[config.mk]
export PLATFORM = sky130hd
export DESIGN_NAME = pc_gen_flat
export DESIGN_NICKNAME = d
export VERILOG_FILES = /design/src/rtl/pc_gen_pkg.sv /design/src/rtl/pc_gen_if.sv /design/src/rtl/pc_gen_branch_cond.sv /design/src/rtl/pc_gen.sv /design/src/flat_wrapper.sv
export SDC_FILE = /design/constraint.sdc
export NUM_CORES = 1
export LEC_CHECK = 0
export CORE_ASPECT_RATIO = 1.75
export CORE_MARGIN = 5
export CORE_UTILIZATION = 48
export CTS_CLUSTER_DIAMETER = 50
export CTS_CLUSTER_SIZE = 16
export DETAILED_ROUTE_END_ITERATION = 16
export PLACE_DENSITY = 0.84
export SYNTH_ARGS = -nofsm -noshare
export SYNTH_HDL_FRONTEND = slang
export SYNTH_SLANG_ARGS = --single-unit
[constraint.sdc]
create_clock -name clk -period 2.65 [get_ports clk]
set_clock_uncertainty 0.05 [all_clocks]
set_input_delay 0.3975 -clock clk [delete_from_list [all_inputs] [get_ports clk]]
set_output_delay 0.3975 -clock clk [all_outputs]
set_load 0.05 [all_outputs]
[src/rtl/pc_gen_pkg.sv]
// Shared decode encodings (imm types, branch types) and pc_gen FSM states.
// The TRAP state exists only when PC_GEN_MISALIGN_TRAP_EN is defined.
package pc_gen_pkg;

  typedef enum logic [2:0] {
    IMM_I = 3'd0,
    IMM_S = 3'd1,
    IMM_B = 3'd2,
    IMM_J = 3'd3,
    IMM_U = 3'd4
  } imm_type_e;

  typedef enum logic [2:0] {
    BR_NONE = 3'b000,
    BR_JAL  = 3'b001,
    BR_JALR = 3'b010,
    BR_RSVD = 3'b011,
    BR_BEQ  = 3'b100,
    BR_BNE  = 3'b101,
    BR_BLT  = 3'b110,
    BR_BGE  = 3'b111
  } branch_e;

`ifdef PC_GEN_MISALIGN_TRAP_EN
  typedef enum logic [1:0] {
    ST_RUN  = 2'd0,
    ST_HALT = 2'd1,
    ST_TRAP = 2'd2
  } pc_state_e;
`else
  typedef enum logic [1:0] {
    ST_RUN  = 2'd0,
    ST_HALT = 2'd1
  } pc_state_e;
`endif

endpackage

[src/rtl/pc_gen_if.sv]
// Decode/fetch-side bundle for pc_gen; master drives decode info and the
// retire strobe, slave (pc_gen) returns pc, status and the retire count.
interface pc_gen_if;
  logic [2:0]  branch;
  logic        zero;
  logic        less;
  logic [31:0] imm;
  logic [31:0] rs1_data;
  logic        halt_req;
  logic        pc_ready;
  logic [31:0] pc;
  logic        pc_valid;
  logic [63:0] instret;
  logic        halted;
  logic        misalign;

  modport master (
    output branch, zero, less, imm, rs1_data, halt_req, pc_ready,
    input  pc, pc_valid, instret, halted, misalign
  );

  modport slave (
    input  branch, zero, less, imm, rs1_data, halt_req, pc_ready,
    output pc, pc_valid, instret, halted, misalign
  );
endinterface

[src/rtl/pc_gen_branch_cond.sv]
// Combinational branch resolution and next-pc target for pc_gen.
// With PC_GEN_MISALIGN_TRAP_EN defined it also flags a misaligned taken target.
module branch_cond
  import pc_gen_pkg::*;
(
  input  logic [2:0]  branch,
  input  logic        zero,
  input  logic        less,
  input  logic [31:0] imm,
  input  logic [31:0] rs1_data,
  input  logic [31:0] pc,
  output logic [31:0] target
`ifdef PC_GEN_MISALIGN_TRAP_EN
  , output logic      tgt_misal
`endif
);

  logic taken;

  always_comb begin
    taken = 1'b0;
    case (branch_e'(branch))
      BR_JAL,
      BR_JALR: taken = 1'b1;
      BR_BEQ:  taken = zero;
      BR_BNE:  taken = !zero;
      BR_BLT:  taken = less;
      BR_BGE:  taken = !less;
      default: taken = 1'b0;
    endcase
  end

  always_comb begin
    target = pc + 32'd4;
    if (taken) begin
      if (branch_e'(branch) == BR_JALR) target = (rs1_data + imm) & ~32'h1;
      else                              target = pc + imm;
    end
  end

`ifdef PC_GEN_MISALIGN_TRAP_EN
  assign tgt_misal = taken && (target[1:0] != 2'b00);
`endif

endmodule

[src/rtl/pc_gen.sv]
// Program counter generator: RUN/HALT(/TRAP) FSM, pc and instret registers.
// Optional misaligned-target trap via PC_GEN_MISALIGN_TRAP_EN.
module pc_gen
  import pc_gen_pkg::*;
#(
  parameter logic [31:0] RESET_VECTOR = 32'h8000_0000
) (
  input logic   clk,
  input logic   rst,
  pc_gen_if.slave bus
);

  pc_state_e   state_q, state_d;
  logic [31:0] pc_q, pc_d;
  logic [63:0] instret_q, instret_d;
  logic [31:0] target;
  logic        retire;
`ifdef PC_GEN_MISALIGN_TRAP_EN
  logic        tgt_misal;
`endif

  branch_cond u_branch_cond (
    .branch   (bus.branch),
    .zero     (bus.zero),
    .less     (bus.less),
    .imm      (bus.imm),
    .rs1_data (bus.rs1_data),
    .pc       (pc_q),
    .target   (target)
`ifdef PC_GEN_MISALIGN_TRAP_EN
    , .tgt_misal(tgt_misal)
`endif
  );

  assign retire = (state_q == ST_RUN) && bus.pc_ready;

  always_comb begin
    state_d   = state_q;
    pc_d      = pc_q;
    instret_d = instret_q;
    if (retire) begin
      // ebreak retires but freezes pc, regardless of any branch
      if (bus.halt_req) begin
        instret_d = instret_q + 64'd1;
        state_d   = ST_HALT;
      end
`ifdef PC_GEN_MISALIGN_TRAP_EN
      else if (tgt_misal) begin
        state_d = ST_TRAP;
      end
`endif
      else begin
        pc_d      = target;
        instret_d = instret_q + 64'd1;
      end
    end
  end

  always_ff @(posedge clk) begin
    if (rst) begin
      state_q   <= ST_RUN;
      pc_q      <= RESET_VECTOR;
      instret_q <= 64'd0;
    end else begin
      state_q   <= state_d;
      pc_q      <= pc_d;
      instret_q <= instret_d;
    end
  end

  assign bus.pc       = pc_q;
  assign bus.instret  = instret_q;
  assign bus.pc_valid = (state_q == ST_RUN);
  assign bus.halted   = (state_q == ST_HALT);
`ifdef PC_GEN_MISALIGN_TRAP_EN
  assign bus.misalign = (state_q == ST_TRAP);
`else
  assign bus.misalign = 1'b0;
`endif

endmodule

[src/flat_wrapper.sv]
// flat-port wrapper written by rule: the top's interface ports become plain ports
module pc_gen_flat import pc_gen_pkg::*;
#(
  parameter logic [31:0] RESET_VECTOR = 32'h8000_0000
)
  (clk, rst, bus_branch, bus_zero, bus_less, bus_imm, bus_rs1_data, bus_halt_req, bus_pc_ready, bus_pc, bus_pc_valid, bus_instret, bus_halted, bus_misalign);
  pc_gen_if bus_i ();
  input logic clk;
  input logic rst;
  input wire logic [$bits(bus_i.branch)-1:0] bus_branch;
  input wire logic [$bits(bus_i.zero)-1:0] bus_zero;
  input wire logic [$bits(bus_i.less)-1:0] bus_less;
  input wire logic [$bits(bus_i.imm)-1:0] bus_imm;
  input wire logic [$bits(bus_i.rs1_data)-1:0] bus_rs1_data;
  input wire logic [$bits(bus_i.halt_req)-1:0] bus_halt_req;
  input wire logic [$bits(bus_i.pc_ready)-1:0] bus_pc_ready;
  output wire logic [$bits(bus_i.pc)-1:0] bus_pc;
  output wire logic [$bits(bus_i.pc_valid)-1:0] bus_pc_valid;
  output wire logic [$bits(bus_i.instret)-1:0] bus_instret;
  output wire logic [$bits(bus_i.halted)-1:0] bus_halted;
  output wire logic [$bits(bus_i.misalign)-1:0] bus_misalign;
  assign bus_i.branch = bus_branch;
  assign bus_i.zero = bus_zero;
  assign bus_i.less = bus_less;
  assign bus_i.imm = bus_imm;
  assign bus_i.rs1_data = bus_rs1_data;
  assign bus_i.halt_req = bus_halt_req;
  assign bus_i.pc_ready = bus_pc_ready;
  assign bus_pc = bus_i.pc;
  assign bus_pc_valid = bus_i.pc_valid;
  assign bus_instret = bus_i.instret;
  assign bus_halted = bus_i.halted;
  assign bus_misalign = bus_i.misalign;
  pc_gen #(.RESET_VECTOR(RESET_VECTOR)) u_core (.clk(clk), .rst(rst), .bus(bus_i));
endmodule
==> results of run 1 <==
metrics by stage:
stage	instances	setup WS, ns	instance area (um2)
finish	1739	-0.0675	13400
global route	1738	-0.209	13400
CTS	1723	-0.187	12600
detailed placement	1699	-0.903	12000
global placement	1699	-0.846	12000
floorplan	1098	-0.0141	8240
logic make-up after synthesis:
| family | count (synthesis) | synth area share |
|---|---|---|
| adder cells (fa/ha/maj) | 65 | 0.101 |
| other | 1 | 0.000457 |
| AO/OA/AOI/OAI | 334 | 0.261 |
| XOR/XNOR | 99 | 0.106 |
| AND/OR/NAND/NOR | 438 | 0.262 |
| multiplexers | 4 | 0.00488 |
| buffers and inverters | 60 | 0.0284 |
| flip-flops | 97 | 0.237 |
routing by layer:
layer  track usage  wire length (um)  share of wire
met5             0                 0              0
met4         0.233              3120          0.088
met3        0.0395              2450          0.069
met2         0.605             18200           0.52
met1         0.320             11500           0.33
final cells by class:
cell class                      count  area [um2]  area share
Sequential cell                    97        1970       0.146
Inverter                           18        70.1     0.00521
Clock buffer                       10         239      0.0178
Timing Repair Buffer              438        3860       0.287
Clock inverter                      6        72.6     0.00540
Tap cell                          227         284      0.0211
Antenna cell                        2        5.00    0.000372
Multi-Input combinational cell    941        6950       0.517
layout by cell type, fill, tap and decap left out, types with 10 or more instances in the layout:
cell type	synthesis	layout
buf_4	2	258
clkdlybuf4s50_1	0	129
nor2_1	115	110
nand2_1	111	109
dfxtp_1	97	82
a21oi_1	88	81
o21ai_0	77	64
xor2_1	57	56
nand3_1	45	43
xnor2_1	42	42
dlymetal6s2s_1	0	34
ha_1	63	31
ha_4	0	29
a21o_1	27	27
and3_1	27	24
nor3_1	25	23
nand4_1	21	21
or3_1	20	20
a31oi_1	21	17
inv_1	18	16
and2_1	17	14
o211ai_1	13	13
dfxtp_2	0	13
nand2b_1	15	12
a211oi_1	22	12
o31ai_1	14	11
a211oi_2	0	10
flip-flops by register name, indices dropped and copies added, names as in the netlist:
name / flops
u_core.bus.instret: 64
u_core.bus.pc: 32
u_core.state_q: 1
worst paths after layout:
kind	to	cells after the start
max	u_core.bus.pc[26]	13
min	u_core.bus.instret[42]	2
max reg2reg	u_core.bus.pc[26]	13
min reg2reg	u_core.bus.instret[42]	2
power breakdown:
group	total, mW	switching (mW)	internal [mW]	leakage (nW)
Combinational	1.98	1.05	0.933	4.77
Clock	1.41	0.639	0.773	0.152
Sequential	1.52	0.0323	1.49	0.791
worst max-delay path, stage by stage, from the launching register on:
cell,delay [ns]
dfxtp_4,0.35
ha_4,0.17
inv_4,0.05
fa_2,0.20
nor2b_2,0.05
o31a_1,0.30
buf_4,0.17
o31a_1,0.28
o21ai_2,0.24
a21oi_4,0.11
a31oi_4,0.21
xnor2_1,0.10
a22oi_1,0.20
a211oi_2,0.10
timing repair:
action / 4_1_cts / 5_1_grt
setup endpoints to repair: 25 / 43
cloned: 0 / 0
resized for setup: 73 / 140
pin swaps: 36 / 74
buffers inserted: 9 / 14
==> metrics.txt, run 1 <==
VDD IR max 0.284 mV; CP Max Fanout 3; H-Tree Level Count 3; CTS tree built; Netlist cell types 68; Synth top area share 0.237; largest net degree at the start of global routing 53; Synth Cell Area 8200 um2; Setup crit start kind flop; outcome finished with violations; Rows 63; Die Wd 109 um; Layout area overhead 63.9%; share of layout cells above drive strength 1 0.286; final setup vio count 7; most common cell in the synthesized netlist nor2_1; Pwr Density 366 nW/um2; Final Hold Viols 0; 1st-pass router iterations 6; r2r startpoint u_core.bus.pc[0]; Die Y 183 um; first-pass GRT wire length 51.3 mm; Post-CTS Hold Fix Bufs 0; Gate Count Post-Synth 1098; actual slew at the worst max-slew pin 0.684 ns; Num CTS Buffers 9; Num Clock Sinks 97; Clock Latency Late Sink 0.37 ns; clk root buf clkbuf_16; Crit path required time 2.81 ns; number of enable flip-flop cells after synthesis 0; Synth area leaders dfxtp_1 24%, ha_1 9.6%, xor2_1 6.1%, a21oi_1 5.4%, nor2_1 5.3%; number of global-route vias before repair 10.7k; Ys Warns 0; sequential cell area fraction in the yosys report 0.237; DR vias 10.8k; total wire length 35.3 mm; Max Slew Vio Count 0; number of synthesized register bits 97; setup tns final -0.223 ns; filler cell count 1088; # DRC 0; Iter 0 DRT Violations 872; Core ar. 16900 um2; Tmin final 2.72 ns; port bufs 170; Yosys top cell by area dfxtp_1; Util after Layout 0.797; max-cap check violation count 0; Synth async-reset ratio 0; Avg Inst Size Synth 7.47 um2; gpl congestion 1.00; Reg clk slew, reported paths 0.07 ns; CP endpoint kind flop; Vias/cell 6.18; power consumption 4.92 mW; top cells by count, synth 115 x nor2_1, 111 x nand2_1, 97 x dfxtp_1; drt wl/cell 20.3 um; Final ANT Viol Nets 0; WS Path Type flop to flop; Detail Placement HPWL 25.2 mm; Achievable Freq 0.368 GHz; Setup WS post-layout -0.0675 ns; initial antenna violation count 1; R2R Setup Slk -0.07 ns; hold_sp u_core.bus.instret[42]; Worst Setup SP u_core.bus.pc[0]; Die ar. 19900 um2; global route total overflow 0; WHS 0.452 ns; Arr. time, crit path 2.88 ns; ys flop type dfxtp_1; Max-slew headroom 0.544; final worst path period share 1.03; failing checks negative setup slack; Starting Density 0.486; global router's overall resource usage 0.324; leakage 5.72 nW; Final #Nets 1643; RSZ-0062 raised after global routing true; Post-Syn Nets 1236; I/O pins 172; HP Class flop to flop; clock buffer depth 2
(Power assumes the default switching activity.)
==> inputs of run 2 (changes only) <==
HOLD_SLACK_MARGIN = 0.1   (was unset)
SLEW_MARGIN = 5   (was unset)
==> results of run 2 <==
Same layout as run 1: the final DEF is identical, and so are final timing and power.
==> inputs of run 3 (changes only) <==
CORE_UTILIZATION = 57   (was 48)
PLACE_DENSITY = 0.93   (was 0.84)
SKIP_LAST_GASP = 1   (was unset)
clock period = 3.25 ns   (was 2.65 ns; I/O delays follow)
==> run 3 against run 2 <==
  * Non-clock buffer count down 135
  * Global-route usage rose by 3.7 points
  * Via count shrank 5.7%
  * Critical endpoint is now u_core.bus.pc[29]
  * The run now ends clean
  * Wire length shrank 11%
  * Utilization grew 0.41 points
  * Critical path type is now primary input to flop
  * Largest cell class unchanged
==> metrics.txt, run 3 (same netlist as run 1, synthesis figures left out) <==
outcome finished clean; Reg clk slew, reported paths 0.08 ns (about the same); Arr. time, crit path 3.39 ns (+0.51 ns); hold_sp u_core.bus.instret[42]; metal2 WL 16.1 mm (-12%); gpl congestion 1.03 (+2.4%); Rows 58 (-7.9%); Post-Layout Cell Count 1555 (-11%); Die ar. 17000 um2 (-15%); Clock Latency Late Sink 0.36 ns (about the same); Layout area overhead 38.9%; max-cap check violation count 0 (unchanged); Setup crit start kind primary input; CP Max Fanout 7 (+4); DR vias 10.1k (-5.7%); actual slew at the worst max-slew pin 0.575 ns (-0.109 ns); Vias/cell 6.52 (+5.5%); clock buffer depth 2 (unchanged); number of global-route vias before repair 10.2k (-4.6%); final worst path period share 0.975; Largest register FFs 64 (unchanged); r2r startpoint u_core.bus.pc[0]; Final Cell Area 11400 um2 (-15%); final setup vio count 0 (-7); WS Path Type primary input to flop; WL met1 10.4 mm (-10%); WHS 0.452 ns (+0.000282 ns); first-pass GRT wire length 49.5 mm (-3.7%); post-placement cell area 11000 um2 (-8.4%); 1st-pass router iterations 7 (+1); Final ANT Viol Nets 0 (unchanged); Worst Setup SP bus_imm[17]; global route total overflow 0 (unchanged); Core ar. 14200 um2 (-16%); CTS tree built; setup tns final 0 ns (+0.223 ns); # diodes 0 (-2); Achievable Freq 0.315 GHz; total wire length 31.5 mm (-11%); Max Slew Vio Count 0 (unchanged); power consumption 3.70 mW (-25%); most common library cell in the layout ignoring fill and taps clkdlybuf4s50_1; Max-slew headroom 0.614 (+0.0699); I/O pins 172 (unchanged); Num CTS Buffers 9 (unchanged); Detail Placement HPWL 23.8 mm (-5.5%); clk root buf clkbuf_16; Post-CTS Hold Fix Bufs 0 (unchanged); most frequent cells in the layout 168 x clkdlybuf4s50_1, 134 x buf_4, 115 x nor2_1; Die Y 169 um (-7.8%); drt wl/cell 20.3 um (-0.22%); HP Class flop to flop; placed cells 1538 (-9.5%); port bufs 170 (unchanged); filler cell count 917 (-16%); leakage 4.59 nW (-20%); Final Hold Viols 0 (unchanged); share of layout cells above drive strength 1 0.132 (-0.154); Final #Nets 1508 (-8.2%); Die Wd 101 um (-7.5%); initial antenna violation count 0 (-1); Iter 0 DRT Violations 853 (-2.2%); Crit path required time 3.47 ns (+0.66 ns); Num Clock Sinks 97 (unchanged); Starting Density 0.577 (+0.0904); # DRC 0 (unchanged); met3 wire length 2.37 mm (-3.1%); CP endpoint kind flop; VDD IR max 0.232 mV (-18%); DR top layer met4; Pwr Density 325 nW/um2 (-11%); global router's overall resource usage 0.361 (+0.0374); largest net degree at the start of global routing 49 (-7.5%); H-Tree Level Count 3 (unchanged); Tmin final 3.17 ns
run 3: cell count changes in the layout (fill, tap and decap cells not counted), sizes merged, moves of 2 or more:
cell,previous run,this run
clkbuf,13,9
dlymetal6s2s,34,1
clkdlybuf4s15,2,0
diode,2,0
clkinv,0,2
clkdlybuf4s50,129,168
buf,269,134
run 3: path summary, 6_finish.rpt:
path / endpoint / slack (ns) / depth (start not counted)
setup / recovery: u_core.bus.pc[29] / 0.08 / 11
hold reg to reg: u_core.bus.instret[42] / 0.45 / 2
hold / removal: u_core.bus.instret[42] / 0.45 / 2
setup reg to reg: u_core.bus.pc[24] / 0.28 / 12
run 3: critical path: stages:
cell             delay (ns)
clkdlybuf4s50_1        0.47
buf_4                  0.16
ha_1                   0.40
nand2_1                0.10
nor2_1                 0.18
and2_1                 0.25
a21boi_2               0.24
o2111ai_2              0.13
and3b_1                0.20
or4_1                  0.53
a31oi_1                0.23
run 3: stage by stage:
| stage | utilization | worst slack (ns) |
|---|---|---|
| 6_report | 0.801 | 0.0798 |
| 5_1_grt | 0.801 | -0.0152 |
| 4_1_cts | 0.794 | -0.0366 |
| 3_5_place_dp | 0.771 | -0.495 |
| 3_3_place_gp | 0.771 | -0.422 |
| 2_1_floorplan | - | 0.199 |
run 3: routing by layer:
metal | global-route usage | up-vias
met2 | 0.651 | 664
met5 | 0 | -
met1 | 0.373 | 4654
met4 | 0.244 | 0
met3 | 0.0573 | 227
li1 | - | 4596
run 3: area by class of cell:
cell class / instances / area [um2] / area share
multi-input combinational: 941 / 6140 / 0.539
timing repair buffer: 303 / 2700 / 0.237
sequential: 97 / 1940 / 0.170
clock buffer: 9 / 225 / 0.0198
tap: 180 / 225 / 0.0198
clock inverter: 7 / 95.1 / 0.00835
inverter: 18 / 67.6 / 0.00593
run 3: repair_timing:
item,CTS,global route
endpoints found under the setup margin,4,10
pin swaps,1,9
buffers inserted,0,1
resized for setup,5,20
run 3: where the power goes:
part,switching [mW],internal (mW),total (mW)
logic,0.717,0.554,1.27
registers,0.0376,1.21,1.25
clock network,0.555,0.623,1.18
